--- src/rtl/whack_mole_pkg.sv ---
// Shared types and constants for the whack-a-mole round controller.
package whack_mole_pkg;

  typedef enum logic [1:0] {
    StIdle,
    StSpawnWait,
    StMoleUp,
    StDone
  } state_e;

  localparam logic [7:0] LFSR_SEED = 8'hA5;
  // x^8+x^6+x^5+x^4+1 for a left-shifting Fibonacci register: taps on bits 7,5,4,3.
  localparam logic [7:0] LFSR_TAPS = 8'hB8;

  localparam int unsigned DEFAULT_ROUND_SECS = 20;
  localparam int unsigned SECS_W             = 5;

  function automatic logic [7:0] lfsr_next(logic [7:0] cur);
    return {cur[6:0], ^(cur & LFSR_TAPS)};
  endfunction

endpackage

--- src/rtl/whack_mole_round_ctrl_if.sv ---
// Button inputs and display outputs of the round controller, bundled for the top-level port.
interface whack_mole_round_ctrl_if #(
  parameter int unsigned NUM_MOLES = 4,
  parameter int unsigned SCORE_W   = 8
);

  logic                 start;
  logic [NUM_MOLES-1:0] btn;
  logic [NUM_MOLES-1:0] mole_leds;
  logic [SCORE_W-1:0]   score;
  logic [4:0]           secs_left;
  logic                 playing;
  logic                 game_over;

  // Button/debounce side drives inputs and observes the display outputs.
  modport master (
    output start,
    output btn,
    input  mole_leds,
    input  score,
    input  secs_left,
    input  playing,
    input  game_over
  );

  modport slave (
    input  start,
    input  btn,
    output mole_leds,
    output score,
    output secs_left,
    output playing,
    output game_over
  );

endinterface

--- src/rtl/whack_mole_round_ctrl_round_timer.sv ---
// Round countdown: prescaler of TICK_CYCLES per second and a seconds down-counter with an
// expire pulse on the cycle the count wraps from 1 to 0.
module whack_mole_round_ctrl_round_timer
  import whack_mole_pkg::*;
#(
  parameter int unsigned TICK_CYCLES = 100_000_000,
  parameter int unsigned ROUND_SECS  = DEFAULT_ROUND_SECS
) (
  input  logic              clk,
  input  logic              reset_n,
  input  logic              load_i,
  input  logic              run_i,
  output logic [SECS_W-1:0] secs_left_o,
  output logic              expire_o
);

  localparam int unsigned PRE_W = (TICK_CYCLES > 1) ? $clog2(TICK_CYCLES) : 1;
  localparam logic [PRE_W-1:0]  PRE_LAST  = PRE_W'(TICK_CYCLES - 1);
  localparam logic [SECS_W-1:0] SECS_INIT = SECS_W'(ROUND_SECS);

  logic [PRE_W-1:0]  presc_q, presc_d;
  logic [SECS_W-1:0] secs_q, secs_d;
  logic              wrap;

  assign wrap     = run_i && (presc_q == PRE_LAST);
  assign expire_o = wrap && (secs_q == SECS_W'(1));

  always_comb begin
    presc_d = presc_q;
    secs_d  = secs_q;
    if (load_i) begin
      presc_d = '0;
      secs_d  = SECS_INIT;
    end else if (run_i) begin
      if (wrap) begin
        presc_d = '0;
        if (secs_q != '0) begin
          secs_d = secs_q - SECS_W'(1);
        end
      end else begin
        presc_d = presc_q + PRE_W'(1);
      end
    end
  end

  always_ff @(posedge clk or negedge reset_n) begin
    if (!reset_n) begin
      presc_q <= '0;
      secs_q  <= SECS_INIT;
    end else begin
      presc_q <= presc_d;
      secs_q  <= secs_d;
    end
  end

  assign secs_left_o = secs_q;

endmodule

--- src/rtl/whack_mole_round_ctrl.sv ---
// Whack-a-mole round controller: sequences moles from an LFSR, scores fresh single-button hits
// on the lit mole, and ends the round when the seconds countdown expires.
module whack_mole_round_ctrl
  import whack_mole_pkg::*;
#(
  parameter int unsigned CLK_HZ      = 100_000_000,
  parameter int unsigned ROUND_SECS  = DEFAULT_ROUND_SECS,
  parameter int unsigned NUM_MOLES   = 4,
  parameter int unsigned MOLE_CYCLES = 75_000_000,
  parameter int unsigned GAP_CYCLES  = 25_000_000,
  parameter int unsigned SCORE_W     = 8
) (
  input logic                   clk,
  input logic                   reset_n,
  whack_mole_round_ctrl_if.slave bus
);

  localparam int unsigned TICK_CYCLES = CLK_HZ;
  localparam int unsigned LIT_W       = $clog2(NUM_MOLES);
  localparam int unsigned CNT_MAX     = (MOLE_CYCLES > GAP_CYCLES) ? MOLE_CYCLES : GAP_CYCLES;
  localparam int unsigned CNT_W       = (CNT_MAX > 1) ? $clog2(CNT_MAX) : 1;

  localparam logic [CNT_W-1:0] GAP_RELOAD  = CNT_W'(GAP_CYCLES - 1);
  localparam logic [CNT_W-1:0] MOLE_RELOAD = CNT_W'(MOLE_CYCLES - 1);

  state_e               state_q, state_d;
  logic [7:0]           lfsr_q;
  logic                 start_q, start_rise_q;
  logic [NUM_MOLES-1:0] btn_q, btn_rise_q;
  logic [CNT_W-1:0]     cnt_q, cnt_d;
  logic [LIT_W-1:0]     lit_q, lit_d;
  logic [SCORE_W-1:0]   score_q, score_d;

  logic                 timer_load;
  logic                 timer_run;
  logic                 timer_expire;
  logic [SECS_W-1:0]    secs_left;
  logic [NUM_MOLES-1:0] lit_onehot;
  logic                 hit;

  // Edge detectors are registered so no input reaches an output combinationally.
  always_ff @(posedge clk or negedge reset_n) begin
    if (!reset_n) begin
      start_q      <= 1'b0;
      start_rise_q <= 1'b0;
      btn_q        <= '0;
      btn_rise_q   <= '0;
      lfsr_q       <= LFSR_SEED;
    end else begin
      start_q      <= bus.start;
      start_rise_q <= bus.start & ~start_q;
      btn_q        <= bus.btn;
      btn_rise_q   <= bus.btn & ~btn_q;
      lfsr_q       <= lfsr_next(lfsr_q);
    end
  end

  assign lit_onehot = NUM_MOLES'(1) << lit_q;
  // Any extra rising button alongside the lit one disqualifies the press.
  assign hit        = (btn_rise_q == lit_onehot);
  assign timer_run  = (state_q == StSpawnWait) || (state_q == StMoleUp);

  whack_mole_round_ctrl_round_timer #(
    .TICK_CYCLES(TICK_CYCLES),
    .ROUND_SECS (ROUND_SECS)
  ) u_round_timer (
    .clk        (clk),
    .reset_n    (reset_n),
    .load_i     (timer_load),
    .run_i      (timer_run),
    .secs_left_o(secs_left),
    .expire_o   (timer_expire)
  );

  always_comb begin
    state_d    = state_q;
    cnt_d      = cnt_q;
    lit_d      = lit_q;
    score_d    = score_q;
    timer_load = 1'b0;

    unique case (state_q)
      StIdle, StDone: begin
        if (start_rise_q) begin
          score_d    = '0;
          cnt_d      = GAP_RELOAD;
          timer_load = 1'b1;
          state_d    = StSpawnWait;
        end
      end
      StSpawnWait: begin
        if (cnt_q == '0) begin
          lit_d   = lfsr_q[LIT_W-1:0];
          cnt_d   = MOLE_RELOAD;
          state_d = StMoleUp;
        end else begin
          cnt_d = cnt_q - CNT_W'(1);
        end
      end
      StMoleUp: begin
        if (hit) begin
          if (score_q != '1) begin
            score_d = score_q + SCORE_W'(1);
          end
          cnt_d   = GAP_RELOAD;
          state_d = StSpawnWait;
        end else if (cnt_q == '0) begin
          cnt_d   = GAP_RELOAD;
          state_d = StSpawnWait;
        end else begin
          cnt_d = cnt_q - CNT_W'(1);
        end
      end
      default: state_d = StIdle;
    endcase

    // The final tick overrides spawn/timeout moves, but a same-cycle hit is still scored.
    if (timer_expire) begin
      state_d = StDone;
    end
  end

  always_ff @(posedge clk or negedge reset_n) begin
    if (!reset_n) begin
      state_q <= StIdle;
      cnt_q   <= '0;
      lit_q   <= '0;
      score_q <= '0;
    end else begin
      state_q <= state_d;
      cnt_q   <= cnt_d;
      lit_q   <= lit_d;
      score_q <= score_d;
    end
  end

  assign bus.mole_leds = (state_q == StMoleUp) ? lit_onehot : '0;
  assign bus.score     = score_q;
  assign bus.secs_left = secs_left;
  assign bus.playing   = timer_run;
  assign bus.game_over = (state_q == StDone);

endmodule

--- src/flat_wrapper.sv ---
// flat-port wrapper written by rule: the top's interface ports become plain ports
module whack_mole_round_ctrl_flat import whack_mole_pkg::*;
#(
  parameter int unsigned CLK_HZ      = 100_000_000,
  parameter int unsigned ROUND_SECS  = DEFAULT_ROUND_SECS,
  parameter int unsigned NUM_MOLES   = 4,
  parameter int unsigned MOLE_CYCLES = 75_000_000,
  parameter int unsigned GAP_CYCLES  = 25_000_000,
  parameter int unsigned SCORE_W     = 8
)
  (clk, reset_n, bus_start, bus_btn, bus_mole_leds, bus_score, bus_secs_left, bus_playing, bus_game_over);
  whack_mole_round_ctrl_if #(.NUM_MOLES(NUM_MOLES), .SCORE_W(SCORE_W)) bus_i ();
  input logic clk;
  input logic reset_n;
  input wire logic [$bits(bus_i.start)-1:0] bus_start;
  input wire logic [$bits(bus_i.btn)-1:0] bus_btn;
  output wire logic [$bits(bus_i.mole_leds)-1:0] bus_mole_leds;
  output wire logic [$bits(bus_i.score)-1:0] bus_score;
  output wire logic [$bits(bus_i.secs_left)-1:0] bus_secs_left;
  output wire logic [$bits(bus_i.playing)-1:0] bus_playing;
  output wire logic [$bits(bus_i.game_over)-1:0] bus_game_over;
  assign bus_i.start = bus_start;
  assign bus_i.btn = bus_btn;
  assign bus_mole_leds = bus_i.mole_leds;
  assign bus_score = bus_i.score;
  assign bus_secs_left = bus_i.secs_left;
  assign bus_playing = bus_i.playing;
  assign bus_game_over = bus_i.game_over;
  whack_mole_round_ctrl #(.CLK_HZ(CLK_HZ), .ROUND_SECS(ROUND_SECS), .NUM_MOLES(NUM_MOLES), .MOLE_CYCLES(MOLE_CYCLES), .GAP_CYCLES(GAP_CYCLES), .SCORE_W(SCORE_W)) u_core (.clk(clk), .reset_n(reset_n), .bus(bus_i));
endmodule
--- config.mk ---
export PLATFORM = sky130hd
export DESIGN_NAME = whack_mole_round_ctrl_flat
export DESIGN_NICKNAME = d
export VERILOG_FILES = /design/src/rtl/whack_mole_pkg.sv /design/src/rtl/whack_mole_round_ctrl_if.sv /design/src/rtl/whack_mole_round_ctrl_round_timer.sv /design/src/rtl/whack_mole_round_ctrl.sv /design/src/flat_wrapper.sv
export SDC_FILE = /design/constraint.sdc
export NUM_CORES = 1
export LEC_CHECK = 0
export BUFFER_PORTS_ARGS = -buffer_cell sky130_fd_sc_hd__clkbuf_2
export CORE_AREA = 2 2 121 123
export DETAILED_ROUTE_END_ITERATION = 8
export DIE_AREA = 0 0 123 125
export PLACE_DENSITY_LB_ADDON = 0.25
export SYNTH_ARGS = -nofsm -noshare
export SYNTH_HDL_FRONTEND = slang
export SYNTH_SLANG_ARGS = --single-unit
--- constraint.sdc ---
create_clock -name clk -period 3 [get_ports clk]
set_input_delay 0.15 -clock clk [delete_from_list [all_inputs] [get_ports clk]]
set_output_delay 0.15 -clock clk [all_outputs]
set_load 0.02 [all_outputs]
# --- After elaboration in Yosys (flattened, before gate mapping) ---
# Index checks and enable logic that the tools add are counted.
word_totals:
  regBits: 89
  latch_bits: 0
  ram_bits: 0
  romBits: 0
  input_bits: 7
  output_inout_bits: 19
  word_cells: 74
  mem_count: 0
op_classes:
  add_sub_neg: 4
  multipliers: 0
  n_div: 0
  magnitude_cmp: 0
  eq_ne: 13
  n_shift: 1
  muxes: 25
  n_bitwise: 4
  n_reduce_logical: 16
ops:
  columns: ["op", "count"]
  rows:
  - ["$mux W27", 7]
  - ["$pmux W27 S3", 1]
  - ["$add A27 B1 Y27 const B", 1]
  - ["$eq A27 B27 Y1 const B", 1]
  - ["$logic_not A27 Y1", 1]
  - ["$sub A27 B1 Y27 const B", 1]
  - ["$mux W8", 3]
  - ["$mux W5", 4]
  - ["$pmux W8 S2", 1]
  - ["$mux W2", 5]
  - ["$add A8 B1 Y8 const B", 1]
  - ["$ne A8 B8 Y1 const B", 1]
  - ["$reduce_bool A2 Y1", 4]
  - ["$reduce_xor A8 Y1", 1]
  - ["$pmux W2 S3", 1]
  - ["$reduce_and A3 Y1", 2]
  - ["$eq A5 B1 Y1 const B", 1]
  - ["$reduce_bool A5 Y1", 1]
  - ["$sub A5 B1 Y5 const B", 1]
  - ["$and A4 B4 Y4", 1]
  - ["$eq A2 B2 Y1 const B", 2]
  - ["$eq A4 B4 Y1", 1]
  - ["$mux W4", 1]
  - ["$ne A2 B1 Y1 const B", 2]
  - ["other kinds (16)", 18]

# --- Logic depth before layout (Yosys ltp) ---
logic_depth:
  word_depth: 6
  ltp_mapped: 10
  ltp_nobuf: 7

# --- Modules after synthesis ---
# A second synthesis with hierarchy kept.
hier_totals:
  cells_unflattened: 548
  hier_area_um2: 5088.6
by_module_without_submodules:
  columns: ["module", "instances", "cells_each", "area_each_um2", "seq_area_each_um2"]
  rows:
  - ["whack_mole_round_ctrl", 1, 346, 3254.4, 1431.4]
  - ["whack_mole_round_ctrl_round_timer", 1, 202, 1834.3, 803.3]

# --- Least setup slack after synthesis ---
# OpenSTA, ideal clock, no wires.
synth_path:
  path_type: "register to register"
  start: "register u_core.state_q[0]"
  end: "register u_core.u_round_timer.presc_q[0]"
  setup_ps: 125
  arrival_ps: 2464
  required_time_ps: 2875
  setup_slack_ps: 412
  path_stages_with_launch: 9
  n_path_buf: 2
  period_less_slack_ps: 2588
  cell_sequence: "dfrtp_1 -> inv_1 -> ha_1 -> clkbuf_1 -> or4_1 -> nor4_2 -> a31oi_1 -> clkbuf_1 -> mux2_2"
synth_via:
  elab_chain_cells: 6
  elab_cells_between_ends: 12
  classes_between: "3 x eq/ne; 4 x mux; 5 x reduce/logical"
synth_rtl:
  columns: ["element", "line_no", "text"]
  rows:
  - ["start, declared", "whack_mole_round_ctrl.sv:26", "state_e state_q, state_d;"]
  - ["start signal, assigned", "whack_mole_round_ctrl.sv:125", "state_q <= StIdle;"]
  - ["start signal, assigned", "whack_mole_round_ctrl.sv:130", "state_q <= state_d;"]
  - ["$eq A2 B1 Y1 or $eq A2 B2 Y1 (tied branches)", "whack_mole_round_ctrl.sv:61", "assign timer_run = (state_q == StSpawnWait) || (state_q == StMoleUp);"]
  - ["$logic_or A1 B1 Y1", "whack_mole_round_ctrl.sv:61", null]
  - ["$logic_and A1 B1 Y1", "whack_mole_round_ctrl_round_timer.sv:25", "assign wrap = run_i && (presc_q == PRE_LAST);"]
  - ["$mux W27", "whack_mole_round_ctrl_round_timer.sv:35", "if (wrap) begin"]
  - ["$mux W27", "whack_mole_round_ctrl_round_timer.sv:34", "end else if (run_i) begin"]
  - ["$mux W27", "whack_mole_round_ctrl_round_timer.sv:31", "if (load_i) begin"]
  - ["end signal, assigned", "whack_mole_round_ctrl_round_timer.sv:51", "presc_q <= presc_d;"]
  - ["end, declared", "whack_mole_round_ctrl_round_timer.sv:21", "logic [PRE_W-1:0] presc_q, presc_d;"]
# Parallel ways exist; a longest one is shown, timed or not. The select of a mux whose other input is x is not followed.
# A chain may end at the register's enable or synchronous reset.

# --- Final worst setup path ---
layout_path:
  start: "register u_core.state_q[0]"
  end: "register u_core.u_round_timer.presc_q[26]"
# Same word-level chain as after synthesis.

==> results.sh <==
export IMPL_grt_antenna_before_repair=0
export IMPL_postSynthRegisterBits=89
export IMPL_finalWeightedCongestion=0.820
export IMPL_drtIter0Drc=273
export IMPL_clock_sink_count=89
export IMPL_critical_path_slowest_cell="sky130_fd_sc_hd__or4_1"
export IMPL_hold_slack_ns=0.322
export IMPL_vdd_ir_drop_worst_v=0.000324
export IMPL_worstPathMaxFanout=14
export IMPL_antenna_violating_nets_left=0
export IMPL_dieHeight_um=125
export IMPL_final_setup_viol_count=0
export IMPL_combined_area_of_all_synthesized_cells_mm2=0.00482
export IMPL_timing_setup_critical_path_class="reg2reg"
export IMPL_grt_start_max_net_pins=40
export IMPL_clk_pin_slew_ns=0.06
export IMPL_syn_mean_instance_area_um2=9.50
export IMPL_grt_pass1_vias=3847
export IMPL_fraction_of_registers_with_async_set_reset=1.00
export IMPL_worstHoldPathType="in2async"
export IMPL_die_width_um=123
export IMPL_final_nets=553
export IMPL_drt_total_wl_mm=11.7
export IMPL_cts_repair_resize_count=0
export IMPL_place_port_buffers=25
export IMPL_drtPass1Iterations=4
export IMPL_tritoncts="yes"
export IMPL_slew_headroom=0.286
export IMPL_postSynth_topFlopCell="sky130_fd_sc_hd__dfrtp_1"
export IMPL_worstPathArrival_ns=2.96
export IMPL_synth_top_cell_by_area="sky130_fd_sc_hd__dfrtp_1"
export IMPL_cts_max_path_buffers=2
export IMPL_worstRegToRegCells=7
export IMPL_timing_rr_end="u_core.u_round_timer.presc_q[26]$_DFFE_PN0P_"
export IMPL_globalRoute_totalOverflow=0
export IMPL_std_cell_rows=44
export IMPL_post_dp_cell_area_mm2=0.00517
export IMPL_required_ns=3.21
export IMPL_synth_distinct_cells=66
export IMPL_finalCriticalPeriod_ns=2.76
export IMPL_critical_path_startpoint_type="flip-flop"
export IMPL_timing_max_transition_violations_final=0
export IMPL_worst_pin_slew_ns=1.07
export IMPL_wl_per_cell_um=16.1
export IMPL_tns_ns=0
export IMPL_final_design_area_no_fill_mm2=0.00552
export IMPL_synthDominantCellAreaShare=0.431
export IMPL_maximum_single_stage_delay_on_the_critical_path_ns=0.54
export IMPL_rsz0062_at_grt="false"
export IMPL_cp_common_cell="sky130_fd_sc_hd__a31oi_1"
export IMPL_ys_top_cells_by_area="sky130_fd_sc_hd__dfrtp_1 43%, sky130_fd_sc_hd__nor2_1 4.8%, sky130_fd_sc_hd__xnor2_1 3.5%"
export IMPL_cts_root_buf="sky130_fd_sc_hd__clkbuf_16"
export IMPL_synthesis_nets=522
export IMPL_cts_inserted_buffers=9
export IMPL_diodes=0
export IMPL_global_route_wire_length_before_repair_mm=19.8
export IMPL_fp_coreArea_mm2=0.0142
export IMPL_critical_path_reg2reg_startpoint="u_core.state_q[0]$_DFFE_PN0P_"
export IMPL_routed_via_density=5.54
export IMPL_total_leakage_power_uw=0.00238
export IMPL_outcome="finished clean"
export IMPL_max_freq_ghz=0.363
export IMPL_initial_core_util=0.339
export IMPL_fill_cells=1414
export IMPL_num_io_pins=26
export IMPL_cp_end_kind="flip-flop"
export IMPL_power_density_cell_area_mw_per_mm2=699
export IMPL_post_dp_hpwl_mm=8.00
export IMPL_synth_yosys_seq_area_share=0.464
export IMPL_drv_max_cap_violation_count=0
export IMPL_h_tree_depth=3
export IMPL_register_area_mm2=0.00223
export IMPL_multi_input_area_mm2=0.00242
export IMPL_die_area_mm2=0.0154
export IMPL_grt_util_all_layers=0.160
export IMPL_clk_latency_ns=0.34
export IMPL_synth_enable_flop_cells=0
export IMPL_syn_instance_count=507
export IMPL_rrSetupSlack_ns=0.24
export IMPL_worstPathCellList="inv_1 > ha_1 > or4_1 > nor4_2 > a31oi_1 > a41oi_1 > a31oi_1"
export IMPL_syn2layout_area_growth_pct=14.6
export IMPL_yosys_warnings=0
export IMPL_vias=4025
export IMPL_final_setup_skew_ns=0.00515
export IMPL_layout_worst_path_cycle_share=0.919
export IMPL_final_hold_viol_count=0
export IMPL_post_route_cells_drive_above_1_share=0.140
export IMPL_remaining_drc_errors=0
per-stage QoR:
stage / std cells / utilization / power (uW) / setup slack, ns
2_1_floorplan: 507 / - / 2460 / 0.412
6_report: 726 / 0.389 / 3860 / 0.243
5_1_grt: 726 / 0.389 / 4110 / 0.0270
3_5_place_dp: 705 / 0.364 / 2740 / 0.247
4_1_cts: 726 / 0.389 / 3890 / 0.236
3_3_place_gp: 705 / 0.364 / 2700 / 0.340
critical path: cells and delay by family, from the launching register on:
| family | cells | cell delay [ns] |
|---|---|---|
| AND/OR/NAND/NOR | 2 | 0.94 |
| buffers and inverters | 1 | 0.10 |
| AO/OA/AOI/OAI | 3 | 0.87 |
| flip-flops | 1 | 0.38 |
| adder cells (fa/ha/maj) | 1 | 0.32 |
per-layer routing:
metal | up-vias | share of wire | GRT usage
li1 | 1944 | - | -
met1 | 1985 | 0.47 | 0.223
met2 | 80 | 0.48 | 0.252
met3 | 16 | 0.039 | 0.0315
met4 | 0 | 0.014 | 0.0468
met5 | - | 0 | 0
flip-flops by register name (all words and copies together), names as in the netlist:
register,cells
u_core.btn_rise_q,4
u_core.u_round_timer.presc_q,27
u_core.state_q,2
u_core.start_rise_q,1
u_core.lit_q,2
u_core.u_round_timer.secs_left_o,5
u_core.cnt_q,27
u_core.btn_q,4
u_core.bus.score,8
u_core.start_q,1
u_core.lfsr_q,8
kinds of logic (layout without fill, tap and decap cells):
family | count (synthesis) | in the layout | share of synthesized area
flops | 89 | 89 | 0.464
mux | 9 | 9 | 0.0200
xor+xnor | 23 | 23 | 0.0418
buf+inv | 38 | 73 | 0.0338
fa+ha+maj | 8 | 8 | 0.0208
simple gates | 226 | 226 | 0.250
compound gates | 114 | 114 | 0.170
report_power, final:
group | internal [uW] | switching [uW] | leakage, uW
Sequential | 1430 | 290 | 0.00115
Clock | 649 | 481 | 0.000140
Combinational | 458 | 556 | 0.00109
Total | 2540 | 1330 | 0.00238
cell type report:
class / count / area share
tap: 184 / 0.0417
clock buffer: 10 / 0.0414
clock inverter: 5 / 0.0116
timing repair buffer: 46 / 0.0544
inverter: 12 / 0.00815
multi-input combinational: 380 / 0.438
sequential: 89 / 0.405
timing repair:
item | in CTS | in global routing
hold buffers | 6 | 0
setup buffers | 0 | 0
hold endpoints to repair | 38 | 0
cells in the final DEF, fill, tap and decap left out, types with 7 or more instances in the layout:
cell / count
sky130_fd_sc_hd__buf_4: 16
sky130_fd_sc_hd__nor2_1: 62
sky130_fd_sc_hd__inv_1: 12
sky130_fd_sc_hd__o21ai_0: 12
sky130_fd_sc_hd__a31oi_1: 8
sky130_fd_sc_hd__a211oi_1: 7
sky130_fd_sc_hd__clkbuf_2: 24
sky130_fd_sc_hd__dfrtp_1: 83
sky130_fd_sc_hd__ha_1: 8
sky130_fd_sc_hd__nand2_1: 31
sky130_fd_sc_hd__nand4_1: 11
sky130_fd_sc_hd__xnor2_1: 19
sky130_fd_sc_hd__o31ai_1: 8
sky130_fd_sc_hd__nor2b_1: 7
sky130_fd_sc_hd__clkbuf_16: 9
sky130_fd_sc_hd__a22o_1: 7
sky130_fd_sc_hd__and3_1: 7
sky130_fd_sc_hd__nand3_1: 18
sky130_fd_sc_hd__nor4_1: 9
sky130_fd_sc_hd__and4_1: 10
sky130_fd_sc_hd__nor3_1: 27
sky130_fd_sc_hd__or3_1: 10
sky130_fd_sc_hd__a21oi_1: 24
worst max-delay path by stage:
| stage | from | end | slack, ns | cells after the start |
|---|---|---|---|---|
| finish | u_core.state_q[0]$_DFFE_PN0P_ | u_core.u_round_timer.presc_q[26]$_DFFE_PN0P_ | 0.24 | 7 |
| global route | u_core.state_q[0]$_DFFE_PN0P_ | u_core.u_round_timer.presc_q[25]$_DFFE_PN0P_ | 0.03 | 7 |
| CTS | u_core.state_q[0]$_DFFE_PN0P_ | u_core.u_round_timer.presc_q[26]$_DFFE_PN0P_ | 0.24 | 7 |
| detailed placement | u_core.state_q[0]$_DFFE_PN0P_ | u_core.u_round_timer.presc_q[26]$_DFFE_PN0P_ | 0.25 | 7 |
| global placement | u_core.cnt_q[0]$_DFFE_PN0P_ | u_core.cnt_q[25]$_DFFE_PN0P_ | 0.34 | 7 |
| floorplan | u_core.state_q[0]$_DFFE_PN0P_ | u_core.u_round_timer.presc_q[0]$_DFFE_PN0P_ | 0.41 | 8 |
cells in the mapped netlist (all sizes together) (3+ instances only):
master   count
dfrtp       83
nor2        62
nand2       31
nor3        27
a21oi       25
clkbuf      21
xnor2       19
nand3       18
o21ai       13
inv         12
nand4       11
and4        10
nor4        10
or3         10
a31oi        8
ha           8
o31ai        8
a211oi       7
a22o         7
and3         7
nor2b        7
or4          7
and2         6
dfstp        6
o22a         6
buf          5
mux2         5
nor3b        5
a221oi       4
mux2i        4
o41a         4
or2          4
xor2         4
a21o         3
a2bb2oi      3
and3b        3
nor4b        3
o211ai       3
(Power assumes the default switching activity.)
